$ cat src/rtl/proc_pkg.sv
// Shared definitions for the instruction fetch path.
//   ADDR_W        : program counter / RAM address width
//   DATA_W        : RAM word / instruction width
//   fetch_state_t : fetch sequencer states
package proc_pkg;

    localparam int ADDR_W = 5;
    localparam int DATA_W = 8;

    typedef enum logic [1:0] {
        IDLE  = 2'd0,
        RUN   = 2'd1,
        DRAIN = 2'd2
    } fetch_state_t;

endpackage

$ cat src/rtl/fetch_buf.sv
// Two-entry FIFO holding fetched instructions and the address each came from.
// Slot 0 is always the head, so the consumer-facing outputs come straight
// from registers.
//   clk, reset_n    : clock, async active-low reset
//   flush_i         : drop all entries (a push in the same cycle is dropped too)
//   push_i          : write data_i/pc_i into the first free slot
//   pop_i           : consumer ready; only acts when the head is valid
//   data_o, pc_o    : head entry
//   full_o, empty_o : occupancy flags
module fetch_buf #(
    parameter int AW = 5,
    parameter int DW = 8
) (
    input  logic          clk,
    input  logic          reset_n,
    input  logic          flush_i,
    input  logic          push_i,
    input  logic          pop_i,
    input  logic [DW-1:0] data_i,
    input  logic [AW-1:0] pc_i,
    output logic [DW-1:0] data_o,
    output logic [AW-1:0] pc_o,
    output logic          full_o,
    output logic          empty_o
);

    logic [DW-1:0] d0_q, d0_d, d1_q, d1_d;
    logic [AW-1:0] p0_q, p0_d, p1_q, p1_d;
    logic          v0_q, v0_d, v1_q, v1_d;
    logic          pop;

    always_comb begin
        d0_d = d0_q;
        p0_d = p0_q;
        d1_d = d1_q;
        p1_d = p1_q;
        v0_d = v0_q;
        v1_d = v1_q;
        pop  = pop_i & v0_q;
        if (flush_i) begin
            v0_d = 1'b0;
            v1_d = 1'b0;
        end else begin
            // Pop first (shift slot 1 down), then push into the first free slot;
            // this makes push+pop while full keep occupancy at two.
            if (pop) begin
                d0_d = d1_q;
                p0_d = p1_q;
                v0_d = v1_q;
                v1_d = 1'b0;
            end
            if (push_i) begin
                if (!v0_d) begin
                    d0_d = data_i;
                    p0_d = pc_i;
                    v0_d = 1'b1;
                end else begin
                    d1_d = data_i;
                    p1_d = pc_i;
                    v1_d = 1'b1;
                end
            end
        end
    end

    always_ff @(posedge clk or negedge reset_n) begin
        if (!reset_n) begin
            d0_q <= '0;
            p0_q <= '0;
            d1_q <= '0;
            p1_q <= '0;
            v0_q <= 1'b0;
            v1_q <= 1'b0;
        end else begin
            d0_q <= d0_d;
            p0_q <= p0_d;
            d1_q <= d1_d;
            p1_q <= p1_d;
            v0_q <= v0_d;
            v1_q <= v1_d;
        end
    end

    assign data_o  = d0_q;
    assign pc_o    = p0_q;
    assign full_o  = v1_q;
    assign empty_o = ~v0_q;

endmodule

$ cat src/rtl/fetch_unit.sv
// Instruction fetch unit: streams words from a synchronous-read RAM into a
// two-entry buffer with valid/ready handshake toward the consumer.
//   clk, reset_n          : clock, async active-low reset
//   en                    : run request (level)
//   jump_valid, jump_addr : redirect pc, flush buffer and in-flight read
//   ram_addr/we/data/q    : RAM port (read only; ram_q one cycle after addr)
//   instr, instr_pc       : head instruction and the address it came from
//   instr_valid/ready     : handshake; transfer = valid & ready
module fetch_unit #(
    parameter int ADDR_W = proc_pkg::ADDR_W,
    parameter int DATA_W = proc_pkg::DATA_W,
    parameter int DEPTH  = 2
) (
    input  logic              clk,
    input  logic              reset_n,
    input  logic              en,
    input  logic              jump_valid,
    input  logic [ADDR_W-1:0] jump_addr,
    output logic [ADDR_W-1:0] ram_addr,
    output logic              ram_we,
    output logic [DATA_W-1:0] ram_data,
    input  logic [DATA_W-1:0] ram_q,
    output logic [DATA_W-1:0] instr,
    output logic [ADDR_W-1:0] instr_pc,
    output logic              instr_valid,
    input  logic              instr_ready
);

    import proc_pkg::*;

    fetch_state_t      state_q, state_d;
    logic [ADDR_W-1:0] pc_q, pc_d;
    logic              infl_q, infl_d;
    logic [ADDR_W-1:0] infl_pc_q, infl_pc_d;
    logic              buf_full, buf_empty;
    logic              pop, push, issue;

    assign pop  = instr_valid & instr_ready;
    // A jump discards the read that is landing this cycle.
    assign push = infl_q & ~jump_valid;

    always_comb begin
        // Issue only if the in-flight read plus post-pop occupancy leaves room.
        issue     = (state_q == RUN) && !jump_valid &&
                    ((int'(infl_q) + int'(buf_full) + int'(!buf_empty) - int'(pop)) < DEPTH);
        infl_d    = issue;
        infl_pc_d = pc_q;
        pc_d      = pc_q;
        if (jump_valid)
            pc_d = jump_addr;
        else if (issue)
            pc_d = pc_q + ADDR_W'(1);
    end

    always_comb begin
        state_d = state_q;
        case (state_q)
            IDLE:    if (en) state_d = RUN;
            RUN:     if (!en) state_d = DRAIN;
            // Nothing is issued in DRAIN, so the last read lands this cycle.
            DRAIN:   if (en) state_d = RUN;
                     else if (!infl_d) state_d = IDLE;
            default: state_d = IDLE;
        endcase
    end

    always_ff @(posedge clk or negedge reset_n) begin
        if (!reset_n) begin
            state_q   <= IDLE;
            pc_q      <= '0;
            infl_q    <= 1'b0;
            infl_pc_q <= '0;
        end else begin
            state_q   <= state_d;
            pc_q      <= pc_d;
            infl_q    <= infl_d;
            infl_pc_q <= infl_pc_d;
        end
    end

    // The RAM always sees pc; outside an issue cycle the read is just ignored.
    assign ram_addr = pc_q;
    assign ram_we   = 1'b0;
    assign ram_data = '0;

    fetch_buf #(.AW(ADDR_W), .DW(DATA_W)) u_buf (
        .clk     (clk),
        .reset_n (reset_n),
        .flush_i (jump_valid),
        .push_i  (push),
        .pop_i   (instr_ready),
        .data_i  (ram_q),
        .pc_i    (infl_pc_q),
        .data_o  (instr),
        .pc_o    (instr_pc),
        .full_o  (buf_full),
        .empty_o (buf_empty)
    );

    assign instr_valid = ~buf_empty;

endmodule

$ cat config.mk
export PLATFORM = sky130hd
export DESIGN_NAME = fetch_unit
export DESIGN_NICKNAME = d
export VERILOG_FILES = /design/src/rtl/proc_pkg.sv /design/src/rtl/fetch_buf.sv /design/src/rtl/fetch_unit.sv
export SDC_FILE = /design/constraint.sdc
export NUM_CORES = 1
export LEC_CHECK = 0
export BUFFER_PORTS_ARGS = -buffer_cell sky130_fd_sc_hd__buf_4
export CELL_PAD_IN_SITES_DETAIL_PLACEMENT = 1
export CELL_PAD_IN_SITES_GLOBAL_PLACEMENT = 1
export CORE_MARGIN = 10
export CORE_UTILIZATION = 44
export CTS_CLUSTER_DIAMETER = 60
export DETAILED_ROUTE_END_ITERATION = 12
export PLACE_DENSITY = 0.82
export SLEW_MARGIN = 20
export SYNTH_ARGS = -nofsm -noshare
export SYNTH_HDL_FRONTEND = slang
export SYNTH_SLANG_ARGS = --single-unit
$ cat constraint.sdc
create_clock -name clk -period 5.8 [get_ports clk]
set_clock_uncertainty 0.1 [all_clocks]
set_input_delay 0.29 -clock clk [delete_from_list [all_inputs] [get_ports clk]]
set_output_delay 0.29 -clock clk [all_outputs]
set_load 0.005 [all_outputs]
==> results.toml, run 1 <==
[synth]
async_flop_share = 1.000
ys_types = 34
synthCells = 148
post-synth-top-area-fraction = 0.5640
yosys_register_bits = 41
ys.flop_type = "dfrtp_1"
synth_warnings = 0
synth.most_common_cell = "dfrtp_1"
syn_avg_cell_area_um2 = 12.29
synth_edf_count = 0
ys_seq_area_frac = 0.5640
yosysTopAreaCell = "dfrtp_1"
synth_common_cells = "41 x dfrtp_1, 13 x a221o_1, 13 x mux2_2, 13 x nor3b_1, 9 x buf_4"
synth.area.top_cells = "dfrtp_1 56%, mux2_2 8.0%, a221o_1 7.2%"
syn_area_um2 = 1819

[worst_setup_path]
worstRegToRegCells = 5
crit_fanout = 9
slowest_stage = "dfrtp_1"
worstSetupEndpointType = "flip-flop"
slowest_delay_ns = 0.49
worst-path-buf-inv = 0
critical_path_class = "reg -> reg"
start_kind = "flip-flop"
worst_ep_arrival_time_ns = 2.23
path_cells = "nor2b_1 > ha_1 > or3b_4 > or4_1 > a31oi_1"
path_delay_family = "simple AND/OR/NAND/NOR gates"
cp.depth = 5
cp_data_required_time_ns = 5.91

[timing]
finalHoldViolCount = 0
period_share = 0.3659
slew_headroom = 0.3641
setup_viol = 0
drv_slew = 0
setup_ws_ns = 3.678
period_needed_ns = 2.122
grt_setup_unrepaired = "false"
setup_tns_ns = 0
fmax_mhz = 471.2
worstMarginPinSlew_ns = 0.9519

[die]
start_util = 0.4548
rows = 23
die_h_um = 84.30
coreArea_um2 = 4000
fp.dieArea_um2 = 7106
ios = 46
die_x_um = 84.30

[worst_hold_path]
hold_depth = 2
holdCritPathClass = "in -> reg"

[route]
routedWlPerCell_um = 20.04
ant_nets = 0
vias_per_cell = 5.617
drt_iter0_markers = 79
vias = 1320
dr.pass1.iters = 4
drc = 0
wirelength_mm = 4.709

[grt]
grt_max_degree = 42
grt_antenna_before_repair = 0
grt.total_usage = 0.1342
grt_pass1_vias = 1488
grt_pass1_wl_mm = 7.859
grt_overflow_total = 0

[clock_tree]
htree_levels = 2
clk_pin_slew_worst_paths_ns = 0.08
cts_buffers = 5
cts_tree = "yes"
cts_setup_buffers = 0
cts.sinks = 41
cts_resized = 0
clock_tree.buffer_depth = 2
cts-root-buf = "clkbuf_8"
clk_latency_ns = 0.29

[flow_run]
maxCapViolCount = 0

[finish]
drive_above_1_share = 0.3189
nNetsFinal = 204
stdcell_count = 235
syn_to_final_growth_pct = 20.08
diodes = 0
final.fill_count = 427
final_core_util = 0.5461
finalInstanceArea_um2 = 2185

[placement]
hpwlAfterDp_mm = 3.471
dpl_cell_area_um2 = 2085
place_worst_setup_slack_ns = 3.614
globalplace.congestion = 0.9225
place_inst = 226
numPortBuffers = 36

[power]
vdd_drop_max_mv = 0.1416
power_density_nw_per_um2 = 308.2
leakagePower_nw = 1.031

[status]
outcome = "finished clean"
-- metrics by stage --
stage	total power, W	hold WS, ns
after floorplan	0.0004221	-0.1056
after global routing	0.0007142	0.04618
after CTS	0.0006815	0.05089
after detailed placement	0.0004992	0.2036
final	0.0006734	0.05900
after global placement	0.0004869	0.1955
-- cell families after synthesis --
| kind of cell | count (synthesis) | synth area share |
|---|---|---|
| AOI/OAI and AO/OA | 27 | 0.1259 |
| other | 1 | 0.002061 |
| and+or+nand+nor | 43 | 0.1458 |
| adders and majority gates | 2 | 0.01375 |
| muxes | 14 | 0.08666 |
| DFF | 41 | 0.5640 |
| buffers and inverters | 20 | 0.06189 |
-- flip-flops by register name (all words and copies together), names as in the netlist --
signal,flops
u_buf.d1_q,8
u_buf.data_o,8
infl_pc_q,5
ram_addr,5
u_buf.p1_q,5
u_buf.pc_o,5
state_q,2
infl_q,1
u_buf.full_o,1
u_buf.v0_q,1
-- layer usage --
metal  part of all wire  vias up  track usage
li1                   -      602            -
met1               0.42      672       0.1529
met3              0.058        2      0.04251
met5                  0        -            0
met4             0.0053        0      0.05175
met2               0.52       44       0.2282
-- where the power goes --
| part | total [W] | switching [W] | internal (W) | leakage [nW] |
|---|---|---|---|---|
| logic | 0.000130 | 0.0000519 | 0.0000783 | 0.467 |
| clock network | 0.000182 | 0.0000985 | 0.0000831 | 0.0439 |
| registers | 0.000362 | 0.0000321 | 0.000329 | 0.520 |
| total | 0.000673 | 0.000182 | 0.000491 | 1.03 |
-- final timing paths --
check                       startpoint              end  slack [ns]
hold / removal                      en       state_q[1]        0.06
max in group asynchronous      reset_n    u_buf.pc_o[3]        4.83
hold reg to reg            ram_addr[4]     infl_pc_q[4]        0.34
min in group asynchronous      reset_n  u_buf.data_o[0]        0.42
setup reg to reg            u_buf.v0_q      ram_addr[3]        3.68
setup / recovery            u_buf.v0_q      ram_addr[3]        3.68
-- layout by cell type (no fill, tap or decap), drive strengths merged --
| cell type | count |
|---|---|
| o311ai | 1 |
| a221o | 13 |
| nand4 | 1 |
| nor4 | 1 |
| a221oi | 1 |
| and2 | 1 |
| nor2 | 7 |
| a21boi | 2 |
| nand3b | 1 |
| clkinv | 2 |
| a21oi | 2 |
| clkinvlp | 1 |
| dlygate4sd3 | 1 |
| buf | 36 |
| nand4b | 1 |
| nor3 | 1 |
| conb | 9 |
| nor3b | 13 |
| or2b | 1 |
| ha | 2 |
| dfrtp | 41 |
| clkbuf | 5 |
| inv | 4 |
| or4 | 2 |
| o21ai | 1 |
| nand3 | 3 |
| mux2 | 14 |
| a2bb2oi | 2 |
| or3b | 1 |
| nand2 | 4 |
| o31ai | 2 |
| nor2b | 4 |
| nand2b | 2 |
| a31oi | 3 |
-- final cells by class --
cell class / instances / area [um^2] / area share
multi-input cells: 95 / 714.4 / 0.3270
clock buffers: 5 / 68.82 / 0.03150
flip-flops and latches: 41 / 1026 / 0.4696
inverters: 4 / 15.01 / 0.006873
well taps: 50 / 62.56 / 0.02864
clock inverters: 3 / 17.52 / 0.008018
repair buffers: 37 / 280.3 / 0.1283
-- repair_timing --
item	CTS	global route
hold buffers	1	0
endpoints found under the setup margin	0	0
hold endpoints to repair	41	0
(Power assumes the default switching activity.)
==> run 2, diff against run 1 <==
--- a/config.mk
+++ b/config.mk
@@ -9,10 +9,10 @@
 export CELL_PAD_IN_SITES_DETAIL_PLACEMENT = 1
 export CELL_PAD_IN_SITES_GLOBAL_PLACEMENT = 1
 export CORE_MARGIN = 10
-export CORE_UTILIZATION = 44
+export CORE_UTILIZATION = 41
 export CTS_CLUSTER_DIAMETER = 60
 export DETAILED_ROUTE_END_ITERATION = 12
-export PLACE_DENSITY = 0.82
+export PLACE_DENSITY = 0.77
 export SLEW_MARGIN = 20
 export SYNTH_ARGS = -nofsm -noshare
 export SYNTH_HDL_FRONTEND = slang
==> constraint.sdc (replaced) <==
create_clock -name clk -period 2.2 [get_ports clk]
set_clock_uncertainty 0.1 [all_clocks]
set_input_delay 0.11 -clock clk [delete_from_list [all_inputs] [get_ports clk]]
set_output_delay 0.11 -clock clk [all_outputs]
set_load 0.005 [all_outputs]
==> run 2 against run 1 <==
Against the previous run: largest cell class unchanged; register-to-register slack worse by 3.4 ns; largest power group unchanged; critical endpoint unchanged; count of clock-buffer cells in the layout is 1 higher; global-route usage is 0.56 points lower.
==> results.toml, run 2 (synthesized netlist as in run 1, its figures left out) <==
[status]
outcome = "finished clean"

[route]
vias_per_cell = 5.337
drt_iter0_markers = 69
dr.pass1.iters = 4
wirelength_mm = 4.589
routedWlPerCell_um = 18.00
vias = 1361
drc = 0
ant_nets = 0

[finish]
nNetsFinal = 222
drive_above_1_share = 0.3005
final_common_cell = "dfrtp_1"
syn_to_final_growth_pct = 29.16
diodes = 0
mostFrequentLayoutCells = "41 x dfrtp_1, 40 x buf_4, 15 x dlygate4sd3_1"
final_core_util = 0.5434

[clock_tree]
htree_levels = 2
cts_hold_buf = 15
clock_tree.buffer_depth = 2
cts_resized = 0
clk_pin_slew_worst_paths_ns = 0.08
clk_latency_ns = 0.29
cts-root-buf = "clkbuf_8"
cts.sinks = 41
cts_setup_buffers = 0
cts_tree = "yes"
cts_buffers = 5

[power]
intPower_w = 0.001315
p_seq_frac = 0.530
p_comb_frac = 0.204
p_switching_w = 0.0004734
vdd_drop_max_mv = 0.2955
p_total_w = 0.001788
p_sw_frac = 0.2648
power_density_nw_per_um2 = 760.9
leakagePower_nw = 1.110
p_clk_frac = 0.266

[worst_setup_path]
cp_data_required_time_ns = 2.32
slowest_delay_ns = 0.48
worst_ep_arrival_time_ns = 2.05
worstSetupEndpointType = "flip-flop"
start_kind = "flip-flop"
path_cells = "nor2b_1 > ha_1 > or3b_4 > or4_1 > a31oi_1"
worstRegToRegCells = 5
critical_path_class = "reg -> reg"
slowest_stage = "or4_1"
crit_fanout = 5

[timing]
period_share = 0.8807
finalHoldViolCount = 0
drv_slew = 0
setup_tns_ns = 0
fmax_mhz = 516.1
setup_viol = 0
grt_setup_unrepaired = "false"
slew_headroom = 0.5963
period_needed_ns = 1.938
worstMarginPinSlew_ns = 0.6038

[worst_hold_path]
hold_depth = 3
holdCritPathClass = "in -> reg"

[die]
fp.dieArea_um2 = 7501
die_x_um = 86.61
coreArea_um2 = 4324
ios = 46
rows = 24
start_util = 0.4207
die_h_um = 86.61

[grt]
grt_antenna_before_repair = 0
grt_max_degree = 42
grt_pass1_vias = 1561
grt_overflow_total = 0
grt_pass1_wl_mm = 7.810
grt.total_usage = 0.1287

[flow_run]
maxCapViolCount = 0

[placement]
hpwlAfterDp_mm = 3.168
numPortBuffers = 36
globalplace.congestion = 0.9612
[run 2: cell count changes in the layout (fill, tap and decap cells not counted), sizes merged]
| cell | previous run | this run |
|---|---|---|
| buf | 36 | 40 |
| clkbuf | 5 | 6 |
| clkinvlp | 1 | 0 |
| dlygate4sd3 | 1 | 15 |
[run 2: final cells by class]
| class | count | area (um^2) |
|---|---|---|
| inverter | 4 | 15.01 |
| clock inverter | 2 | 10.01 |
| timing repair buffer | 55 | 450.4 |
| clock buffer | 6 | 72.57 |
| fill | 468 | 1974 |
| multi-input combinational | 95 | 710.7 |
| tap | 52 | 65.06 |
| sequential | 41 | 1026 |
[run 2: per-layer routing]
layer	track usage	share of wire	wire length (um)	up-vias
li1	-	-	-	635
met1	0.1465	0.43	1961	681
met2	0.2134	0.49	2263	38
met3	0.04972	0.064	294	7
met4	0.04713	0.015	70	0
met5	0	0	0	-
[run 2: worst paths after layout]
kind	slack (ns)	startpoint	to
hold / removal	0.03	jump_addr[4]	ram_addr[4]
setup / recovery	0.26	u_buf.v0_q	ram_addr[3]
setup reg to reg	0.26	u_buf.v0_q	ram_addr[3]
min in group asynchronous	0.24	reset_n	u_buf.data_o[7]
hold reg to reg	0.35	ram_addr[4]	infl_pc_q[4]
max in group asynchronous	1.41	reset_n	ram_addr[2]
[run 2: critical path, delay by kind of cell (launching register included)]
kind                       cells  cell delay (ns)
and+or+nand+nor                3             1.02
DFF                            1             0.38
adders and majority gates      1             0.21
AOI/OAI and AO/OA              1             0.17
[run 2: through the flow]
step                hold WS (ns)  cells  worst slack (ns)  instance area [um^2]
detailed placement       0.02143    232            0.2782                  2117
CTS                      0.01719    255            0.2568                  2350
floorplan                -0.2856    156            0.2223                  1849
global route             0.05262    255            0.1314                  2350
finish                   0.03478    255            0.2624                  2350
global placement         0.01364    232            0.3203                  2117
[run 2: power by group through the flow]
stage / clock, W / sequential (W) / combinational [W]
5_1_grt: 0.000533 / 0.000962 / 0.000408
4_1_cts: 0.000497 / 0.000947 / 0.000374
3_3_place_gp: 0 / 0.000952 / 0.000338
6_report: 0.000475 / 0.000947 / 0.000365
3_5_place_dp: 0 / 0.000962 / 0.000352
2_1_floorplan: 0 / 0.000947 / 0.000166
